<file path="config.mk">
export PLATFORM = sky130hd
export DESIGN_NAME = dr_beam_serializer
export DESIGN_NICKNAME = d
export VERILOG_FILES = /design/src/rtl/dr_beam_serializer.sv
export SDC_FILE = /design/constraint.sdc
export NUM_CORES = 2
export LEC_CHECK = 0
export BUFFER_PORTS_ARGS = -buffer_cell sky130_fd_sc_hd__clkbuf_2
export CAP_MARGIN = 20
export CORE_UTILIZATION = 33
export CTS_CLUSTER_DIAMETER = 50
export CTS_CLUSTER_SIZE = 8
export DETAILED_ROUTE_END_ITERATION = 12
export GPL_TIMING_DRIVEN = 1
export PLACE_DENSITY_LB_ADDON = 0.25
export SYNTH_ARGS = -nofsm -noshare
export SYNTH_HDL_FRONTEND = slang
export SYNTH_SLANG_ARGS = --single-unit
</file>
<file path="constraint.sdc">
create_clock -name i_clk -period 39.3 [get_ports i_clk]
set_input_delay 0 -clock i_clk [delete_from_list [all_inputs] [get_ports i_clk]]
set_output_delay 0 -clock i_clk [all_outputs]
set_load 0.005 [all_outputs]
</file>
<file path="src/rtl/dr_beam_serializer.sv">
// Serializes wide multi-beam DR beats into 64-bit words (header + two beams per word)
// through a small tagged FIFO and a registered IDLE/HDR/BODY output FSM.
module dr_beam_serializer #(
  parameter int BEAM  = 16,
  parameter int IW    = 32,
  parameter int DEPTH = 4
) (
  input  logic                   i_clk,
  input  logic                   i_reset,
  input  logic                   i_dr_vld,
  input  logic                   i_dr_sop,
  input  logic                   i_dr_eop,
  input  logic [BEAM*IW-1:0]     i_dr_data,
  input  logic [3:0]             i_pkg_type,
  input  logic                   i_cell_idx,
  input  logic [6:0]             i_slot_idx,
  input  logic [3:0]             i_symb_idx,
  input  logic [3:0]             i_rbg_idx,
  output logic [63:0]            o_tx_data,
  output logic                   o_tx_vld,
  output logic                   o_tx_sop,
  output logic                   o_tx_eop,
  input  logic                   i_tx_rdy,
  output logic                   o_ovf,
  output logic                   o_err_sop,
  output logic [$clog2(DEPTH):0] o_fifo_cnt
);
  // state | meaning
  // IDLE  | no word presented, waiting for a sop entry at the FIFO head
  // HDR   | header word of the head entry is presented
  // BODY  | body word k of the head entry is presented (or waiting for data when o_tx_vld=0)
  typedef enum logic [1:0] {IDLE, HDR, BODY} state_t;

  localparam int AW = $clog2(DEPTH);
  localparam int NW = BEAM / 2;
  localparam int KW = (NW > 1) ? $clog2(NW) : 1;
  localparam int DW = BEAM * IW;
  localparam logic [KW-1:0] LAST = KW'(NW - 1);
  localparam logic [AW:0]   FULL = (AW+1)'(DEPTH);
  localparam logic [AW:0]   ONE  = (AW+1)'(1);

  state_t        state, state_d;
  logic [KW-1:0] k, k_d;

  logic [DW-1:0] mem_data [DEPTH];
  logic [19:0]   mem_tag  [DEPTH];
  logic          mem_sop  [DEPTH];
  logic          mem_eop  [DEPTH];

  logic [AW-1:0] wr_ptr, rd_ptr, nx_ptr;
  logic [AW:0]   cnt_d;
  logic [19:0]   tag_q, tag_in;
  logic          push, pop, empty, err_set;
  logic [63:0]   data_d;
  logic          vld_d, sop_d, eop_d;

  logic [DW-1:0] head_data, nxt_data;
  logic [19:0]   head_tag, nxt_tag;
  logic          head_sop, head_eop, nxt_sop, nxt_eop;

  function automatic logic [63:0] hdr_word(input logic [19:0] tag);
    return {tag, 44'd0};
  endfunction

  function automatic logic [63:0] body_word(input logic [DW-1:0] d, input logic [KW-1:0] idx);
    logic [31:0] hi, lo;
    lo = 32'(d[2*int'(idx)*IW +: IW]);
    hi = 32'(d[(2*int'(idx)+1)*IW +: IW]);
    return {hi, lo};
  endfunction

  // Tags are latched at sop so every beat of a packet carries them
  assign tag_in = (i_dr_vld && i_dr_sop) ?
                  {i_pkg_type, i_cell_idx, i_slot_idx, i_symb_idx, i_rbg_idx} : tag_q;

  assign nx_ptr    = rd_ptr + AW'(1);
  assign head_data = mem_data[rd_ptr];
  assign head_tag  = mem_tag[rd_ptr];
  assign head_sop  = mem_sop[rd_ptr];
  assign head_eop  = mem_eop[rd_ptr];
  assign nxt_data  = mem_data[nx_ptr];
  assign nxt_tag   = mem_tag[nx_ptr];
  assign nxt_sop   = mem_sop[nx_ptr];
  assign nxt_eop   = mem_eop[nx_ptr];

  assign empty = (o_fifo_cnt == '0);
  assign push  = i_dr_vld && ((o_fifo_cnt != FULL) || pop);

  always_comb begin
    state_d = state;
    k_d     = k;
    pop     = 1'b0;
    err_set = 1'b0;
    data_d  = o_tx_data;
    vld_d   = o_tx_vld;
    sop_d   = o_tx_sop;
    eop_d   = o_tx_eop;
    case (state)
      IDLE: begin
        if (!empty) begin
          if (head_sop) begin
            state_d = HDR;
            data_d  = hdr_word(head_tag);
            vld_d   = 1'b1;
            sop_d   = 1'b1;
            eop_d   = 1'b0;
          end else begin
            pop     = 1'b1;
            err_set = 1'b1;
          end
        end
      end
      HDR: begin
        if (o_tx_vld && i_tx_rdy) begin
          state_d = BODY;
          k_d     = '0;
          data_d  = body_word(head_data, '0);
          sop_d   = 1'b0;
          eop_d   = (LAST == '0) && head_eop;
        end
      end
      BODY: begin
        if (o_tx_vld) begin
          if (i_tx_rdy) begin
            if (k != LAST) begin
              k_d    = k + KW'(1);
              data_d = body_word(head_data, k_d);
              sop_d  = 1'b0;
              eop_d  = (k_d == LAST) && head_eop;
            end else begin
              pop = 1'b1;
              k_d = '0;
              if (head_eop) begin
                state_d = IDLE;
                data_d  = '0;
                vld_d   = 1'b0;
                sop_d   = 1'b0;
                eop_d   = 1'b0;
              end else if (o_fifo_cnt > ONE) begin
                // Look past the entry being popped so beats stream without a gap
                if (nxt_sop) begin
                  state_d = HDR;
                  err_set = 1'b1;
                  data_d  = hdr_word(nxt_tag);
                  sop_d   = 1'b1;
                  eop_d   = 1'b0;
                end else begin
                  data_d = body_word(nxt_data, '0);
                  sop_d  = 1'b0;
                  eop_d  = (LAST == '0) && nxt_eop;
                end
              end else begin
                vld_d = 1'b0;
                sop_d = 1'b0;
                eop_d = 1'b0;
              end
            end
          end
        end else if (!empty) begin
          vld_d = 1'b1;
          k_d   = '0;
          if (head_sop) begin
            state_d = HDR;
            err_set = 1'b1;
            data_d  = hdr_word(head_tag);
            sop_d   = 1'b1;
            eop_d   = 1'b0;
          end else begin
            data_d = body_word(head_data, '0);
            sop_d  = 1'b0;
            eop_d  = (LAST == '0) && head_eop;
          end
        end
      end
      default: state_d = IDLE;
    endcase
  end

  always_comb begin
    case ({push, pop})
      2'b10:   cnt_d = o_fifo_cnt + ONE;
      2'b01:   cnt_d = o_fifo_cnt - ONE;
      default: cnt_d = o_fifo_cnt;
    endcase
  end

  always_ff @(posedge i_clk or negedge i_reset) begin
    if (!i_reset) begin
      state      <= IDLE;
      k          <= '0;
      wr_ptr     <= '0;
      rd_ptr     <= '0;
      tag_q      <= '0;
      o_fifo_cnt <= '0;
      o_tx_data  <= '0;
      o_tx_vld   <= 1'b0;
      o_tx_sop   <= 1'b0;
      o_tx_eop   <= 1'b0;
      o_ovf      <= 1'b0;
      o_err_sop  <= 1'b0;
    end else begin
      state      <= state_d;
      k          <= k_d;
      tag_q      <= tag_in;
      o_fifo_cnt <= cnt_d;
      o_tx_data  <= data_d;
      o_tx_vld   <= vld_d;
      o_tx_sop   <= sop_d;
      o_tx_eop   <= eop_d;
      if (push) wr_ptr <= wr_ptr + AW'(1);
      if (pop)  rd_ptr <= nx_ptr;
      if (i_dr_vld && !push) o_ovf <= 1'b1;
      if (err_set) o_err_sop <= 1'b1;
    end
  end

  always_ff @(posedge i_clk) begin
    if (push) begin
      mem_data[wr_ptr] <= i_dr_data;
      mem_tag[wr_ptr]  <= tag_in;
      mem_sop[wr_ptr]  <= i_dr_sop;
      mem_eop[wr_ptr]  <= i_dr_eop;
    end
  end

endmodule

</file>
### Yosys cells after proc, flatten, opt, wreduce, memory -nomap -nowiden

Memory sizes are Yosys's and may differ from the RTL's.
Index checks and enable logic that the tools add are counted.
Widths: inputs -> output; s select.

| cells by class | value |
|---|---|
| add/sub/neg operators | 6 |
| multipliers | 0 |
| div/mod/pow operators | 0 |
| $lt $le $gt $ge | 1 |
| eq/ne operators | 16 |
| shift-type cells | 2 |
| mux-type cells | 68 |
| bitwise operators | 0 |
| reduce and logical (&&, ||, !) cells | 18 |

Operator list:

| operator | count |
|---|---|
| $mux 64 | 11 |
| $shiftx 512x10->32 | 1 |
| $shiftx 512x11->32 | 1 |
| $pmux 64 s3 | 1 |
| $mux 1 | 33 |
| $mux 20 | 1 |
| $mux 2 | 9 |
| $mux 3 | 5 |
| $ne 3x3->1 const B | 5 |
| $pmux 3 s2 | 2 |
| $ne 4x4->1 const B | 2 |
| $reduce_and 7->1 | 1 |
| $add 3x1->3 const B | 2 |
| $ne 2x2->1 const B | 3 |
| $pmux 1 s2 | 3 |
| $pmux 1 s3 | 2 |
| $pmux 2 s3 | 1 |
| $reduce_and 6->1 | 1 |
| $reduce_bool 2->1 | 3 |
| $add 4x1->5 const B | 1 |
| $logic_and 1x1->1 | 5 |
| $ne 5x5->1 const B | 1 |
| $reduce_and 5->1 | 1 |
| $add 2x1->2 const B | 2 |
| 12 further kinds | 14 |

| storage, ports and cells | value |
|---|---|
| register bits after elaboration | 101 |
| latch bits | 0 |
| memory bits (writable) | 2136 |
| memory bits (read-only) | 0 |
| input port bits | 538 |
| logic and storage cells | 127 |
| memories kept | 4 |

Memory list:

| memory | words | bits a word | read ports | clocked after Yosys merged registers in | wr ports | line | source |
|---|---|---|---|---|---|---|---|
| mem_data | 4 | 512 | 2 | 0 | 1 | 45 | `logic [DW-1:0] mem_data [DEPTH];` |
| mem_tag | 4 | 20 | 2 | 0 | 1 | 46 | `logic [19:0] mem_tag [DEPTH];` |
| mem_eop | 4 | 1 | 1 | 0 | 1 | 48 | `logic mem_eop [DEPTH];` |
| mem_sop | 4 | 1 | 2 | 0 | 1 | 47 | `logic mem_sop [DEPTH];` |

### Longest topological paths before layout

| logic depth | value |
|---|---|
| depth in word-level cells | 9 |
| mapped depth | 14 |
| depth with buffers taken out | 8 |

### Least setup slack after synthesis

No wires, ideal clock.

| timing path | value |
|---|---|
| kind | flip-flop to flip-flop |
| start | reg k[0] |
| end | mem mem_data[0][0] (netlist name), enable pin |
| library setup time | 0.969 ns |
| data arrival time | 13.704 ns |
| required time | 38.331 ns |
| setup slack | 24.628 ns |
| stages on the path, launching flop included | 8 |
| path buffers | 1 |
| clock period less this slack | 14.672 ns |
| path through | dfrtp_1 ha_1 ha_1 clkbuf_1 nand3_1 o21a_1 a31oi_1 and2_1 |

| on the way | value |
|---|---|
| longest elaborated chain between the ends | 9 |

RTL lines:

| item | line | source |
|---|---|---|
| from (decl) | 43 | `logic [KW-1:0] k, k_d;` |
| from (signal assigned) | 203 | `k <= k_d;` |
| $ne 3x3->1 | 125 | `if (k != LAST) begin` |
| $mux 1 | 125 |  |
| $mux 1 | 124 | `if (i_tx_rdy) begin` |
| $mux 1 | 123 | `if (o_tx_vld) begin` |
| $pmux 1 s2 | 98 | `case (state)` |
| $logic_or 1x1->1 | 87 | `assign push = i_dr_vld && ((o_fifo_cnt != FULL) \|\| pop);` |
| $logic_and 1x1->1 | 87 |  |
| $mux 1 | 218 | `if (push) begin` |
| $mux 1 (not written as such) | 219 | `mem_data[wr_ptr] <= i_dr_data;` |
| to (decl) | 45 |  |

Every way passes these cells.

### Worst setup path in the final report

| timing path | value |
|---|---|
| start | reg rd_ptr[0] |
| end | mem mem_data[1][416] (netlist name), enable pin |

| on the way | value |
|---|---|
| longest elaborated chain between the ends | 8 |

RTL lines:

| item | line | source |
|---|---|---|
| from (decl) | 50 | `logic [AW-1:0] wr_ptr, rd_ptr, nx_ptr;` |
| from (signal assigned) | 211 | `if (pop) rd_ptr <= nx_ptr;` |
| $mem_v2 4x1 | - |  |
| $mux 1 | 101 | `if (head_sop) begin` |
| $mux 1 | 100 | `if (!empty) begin` |
| $pmux 1 s2 | 98 |  |
| $logic_or 1x1->1 | 87 |  |
| $logic_and 1x1->1 | 87 |  |
| $mux 1 | 218 |  |
| $mux 1 (not written as such) | 219 |  |

Every way passes these cells.

==> impl_metrics.env <==
export IMPL_ios=610
export IMPL_post_cts_buffers=0
export IMPL_via_per_inst=5.088
export IMPL_numCtsBuffers=338
export IMPL_global_route_usage_total=0.1905
export IMPL_powerDensity_nw_per_um2=72.11
export IMPL_dieHeight_um=521.1
export IMPL_worst_setup_path_start_kind="flop"
export IMPL_preCtsSetupSlack_ns=32.58
export IMPL_die_x_um=521.1
export IMPL_setup_viol_count_final=0
export IMPL_dr_first_iter_drc_count=4020
export IMPL_dpl_cell_count=8361
export IMPL_floorplan_rows=190
export IMPL_synth_edf_count=2136
export IMPL_route_detailed_drc=0
export IMPL_synth_async_reset_ratio=0.04515
export IMPL_initial_core_util=0.3319
export IMPL_drt_pass1_iterations=6
export IMPL_clkSlewWorstSetupHoldPaths_ns=0.05
export IMPL_ys_warnings_count=0
export IMPL_wl_mm=262.9
export IMPL_syn_inst=4380
export IMPL_nNetsFinal=6754
export IMPL_finalHoldViolCount=0
export IMPL_antenna_found_initial=165
export IMPL_hp_start="i_dr_data[118]"
export IMPL_hold_ws_ns=0.03591
export IMPL_drive_above_1_share=0.2613
export IMPL_layout_common_cells="edfxtp_1 (2136), dlygate4sd3_1 (1051), clkbuf_2 (608)"
export IMPL_synth_distinct_cells=65
export IMPL_clk_latency_ns=0.94
export IMPL_worst_ep_required_time_ns=39.82
export IMPL_status="complete, no violations"
export IMPL_hpwl_mm=164.8
export IMPL_timing_final_ws_setup_ns=32.80
export IMPL_gp_congestion=0.7953
export IMPL_grt_pass1_vias=52360
export IMPL_ys_seq_elements=2237
export IMPL_layout_commonest_cell="edfxtp_1"
export IMPL_slew_violations=0
export IMPL_tightest_slew_ns=1.272
export IMPL_worstSetupPathType="reg -> reg"
export IMPL_end_kind="flop"
export IMPL_syn2layout_area_growth_pct=31.08
export IMPL_cts_num_sinks=2237
export IMPL_final_antenna_net_count=0
export IMPL_vdd_drop_max_mv=0.05147
export IMPL_synth_net_count=4933
export IMPL_cts_htree_levels=5
export IMPL_crit_fanout=56
export IMPL_synth_seq_area_share=0.7498
export IMPL_final_cell_count_no_fill=9971
export IMPL_netlist_area_um2=88910
export IMPL_period_needed_ns=6.499
export IMPL_p_total_mw=8.404
export IMPL_grt_pass1_wl_mm=374.4
export IMPL_cp_arrival_ns=7.02
export IMPL_min_path_type="in -> reg"
export IMPL_synth_ff_type="edfxtp_1"
export IMPL_routed_via_count=50730
export IMPL_cp_startpoint="rd_ptr[0]$_DFFE_PN0P_"
export IMPL_rr_startpoint="rd_ptr[0]$_DFFE_PN0P_"
export IMPL_grt_max_degree=143
export IMPL_portBuffers=609
export IMPL_core_um2=267900
export IMPL_ctsRootBufferMaster="clkbuf_16"
export IMPL_setup_tns_ns=0
export IMPL_fin_crit_sh=0.1654
export IMPL_p_leak_nw=40.58
export IMPL_dieArea_um2=271500
export IMPL_postSynthAreaPerCell_um2=20.30
export IMPL_fmax_mhz=153.9
export IMPL_rsz0062_at_grt="false"
export IMPL_wire_per_inst_um=26.37
export IMPL_clockBufferDepth=4
export IMPL_maxCapViolations=0
export IMPL_overflow=0
export IMPL_skew_ns=0.07976
export IMPL_slew_headroom=0.1523
export IMPL_cts_resized=0
export IMPL_tritoncts="yes"
[registers in the layout, indices dropped and copies added (netlist names), 2 cells and up]
| signal | cells |
|---|---|
| state | 2 |
| k | 3 |
| o_fifo_cnt | 3 |
| rd_ptr | 2 |
| mem_data | 2048 |
| mem_tag | 80 |
| tag_q | 20 |
| mem_eop | 4 |
| mem_sop | 4 |
| o_tx_data | 64 |
| wr_ptr | 2 |
[power breakdown]
part	leakage (nW)	total, mW	internal [mW]	switching [mW]
registers	20.9	3.28	3.15	0.129
logic	15.0	2.48	1.02	1.46
clock network	4.72	2.65	1.62	1.03
[repair_timing]
action	4_1_cts	5_1_grt
hold endpoints to repair	2242	0
setup endpoints to repair	0	0
hold buffers	1052	0
[stage by stage]
stage                 util  instance area [um2]
finish              0.4350               116500
global route        0.4349               116500
CTS                 0.4345               116400
detailed placement  0.3587                96100
global placement    0.3587                96090
floorplan                -                88910
[logic make-up after synthesis]
kind of cell	after synthesis	synth area share
DFF	2237	0.7498
muxes	803	0.1602
AOI/OAI and AO/OA	566	0.04595
and+or+nand+nor	423	0.02498
buffers and inverters	332	0.01652
adders and majority gates	15	0.002111
xor gates and xnor gates	4	0.0003941
[path summary, 6_finish.rpt]
path,end,slack (ns),cells past startpoint
setup / recovery,mem_data[1][416]$_DFFE_PP_,32.80,7
setup reg to reg,mem_data[1][416]$_DFFE_PP_,32.80,7
hold reg to reg,o_ovf$_DFFE_PN0P_,0.47,1
max in group asynchronous,rd_ptr[1]$_DFFE_PN0P_,38.17,4
hold / removal,mem_data[0][118]$_DFFE_PP_,0.04,2
min in group asynchronous,o_tx_data[12]$_DFFE_PN0P_,0.29,4
[cell type report]
type                            count  area, um2
Tap cell                         3552       4444
Fill cell                       23390     151400
Inverter                           58      220.2
Clock inverter                     58      734.5
Clock buffer                      446       9029
Antenna cell                       54      135.1
Sequential cell                  2237      66680
Multi-Input combinational cell   1811      20870
Timing Repair Buffer             1755      14430
[cells in the mapped netlist (58+ instances only)]
cell      instances  area share
mux2i_1         278       0.031
a22oi_1          64      0.0054
edfxtp_1       2136        0.72
buf_2            91      0.0051
inv_1            58      0.0024
o21ai_0          68      0.0038
clkbuf_1        142      0.0060
mux4_2          493        0.12
a21oi_1         109      0.0061
nor2_1           61      0.0026
and3_1           88      0.0062
nand2_1          95      0.0040
dfrtp_1         101       0.028
nor2b_1          58      0.0041
[critical path, stage by stage, from the launching register on]
cell and delay [ns]:
dfrtp_4 0.80, mux4_2 0.98, o21a_1 0.44, a31oi_1 0.57, and2_4 0.66, buf_4 0.76
buf_4 0.86, buf_4 0.82
[routing by layer]
| layer | vias up | global-route usage | wire, um |
|---|---|---|---|
| met5 | - | 0 | 620 |
| met1 | 26370 | 0.2618 | 114000 |
| met3 | 467 | 0.04732 | 18780 |
| li1 | 22110 | - | - |
| met4 | 98 | 0.05651 | 7461 |
| met2 | 1684 | 0.2981 | 122100 |
Power figures use the tool's default switching activity.
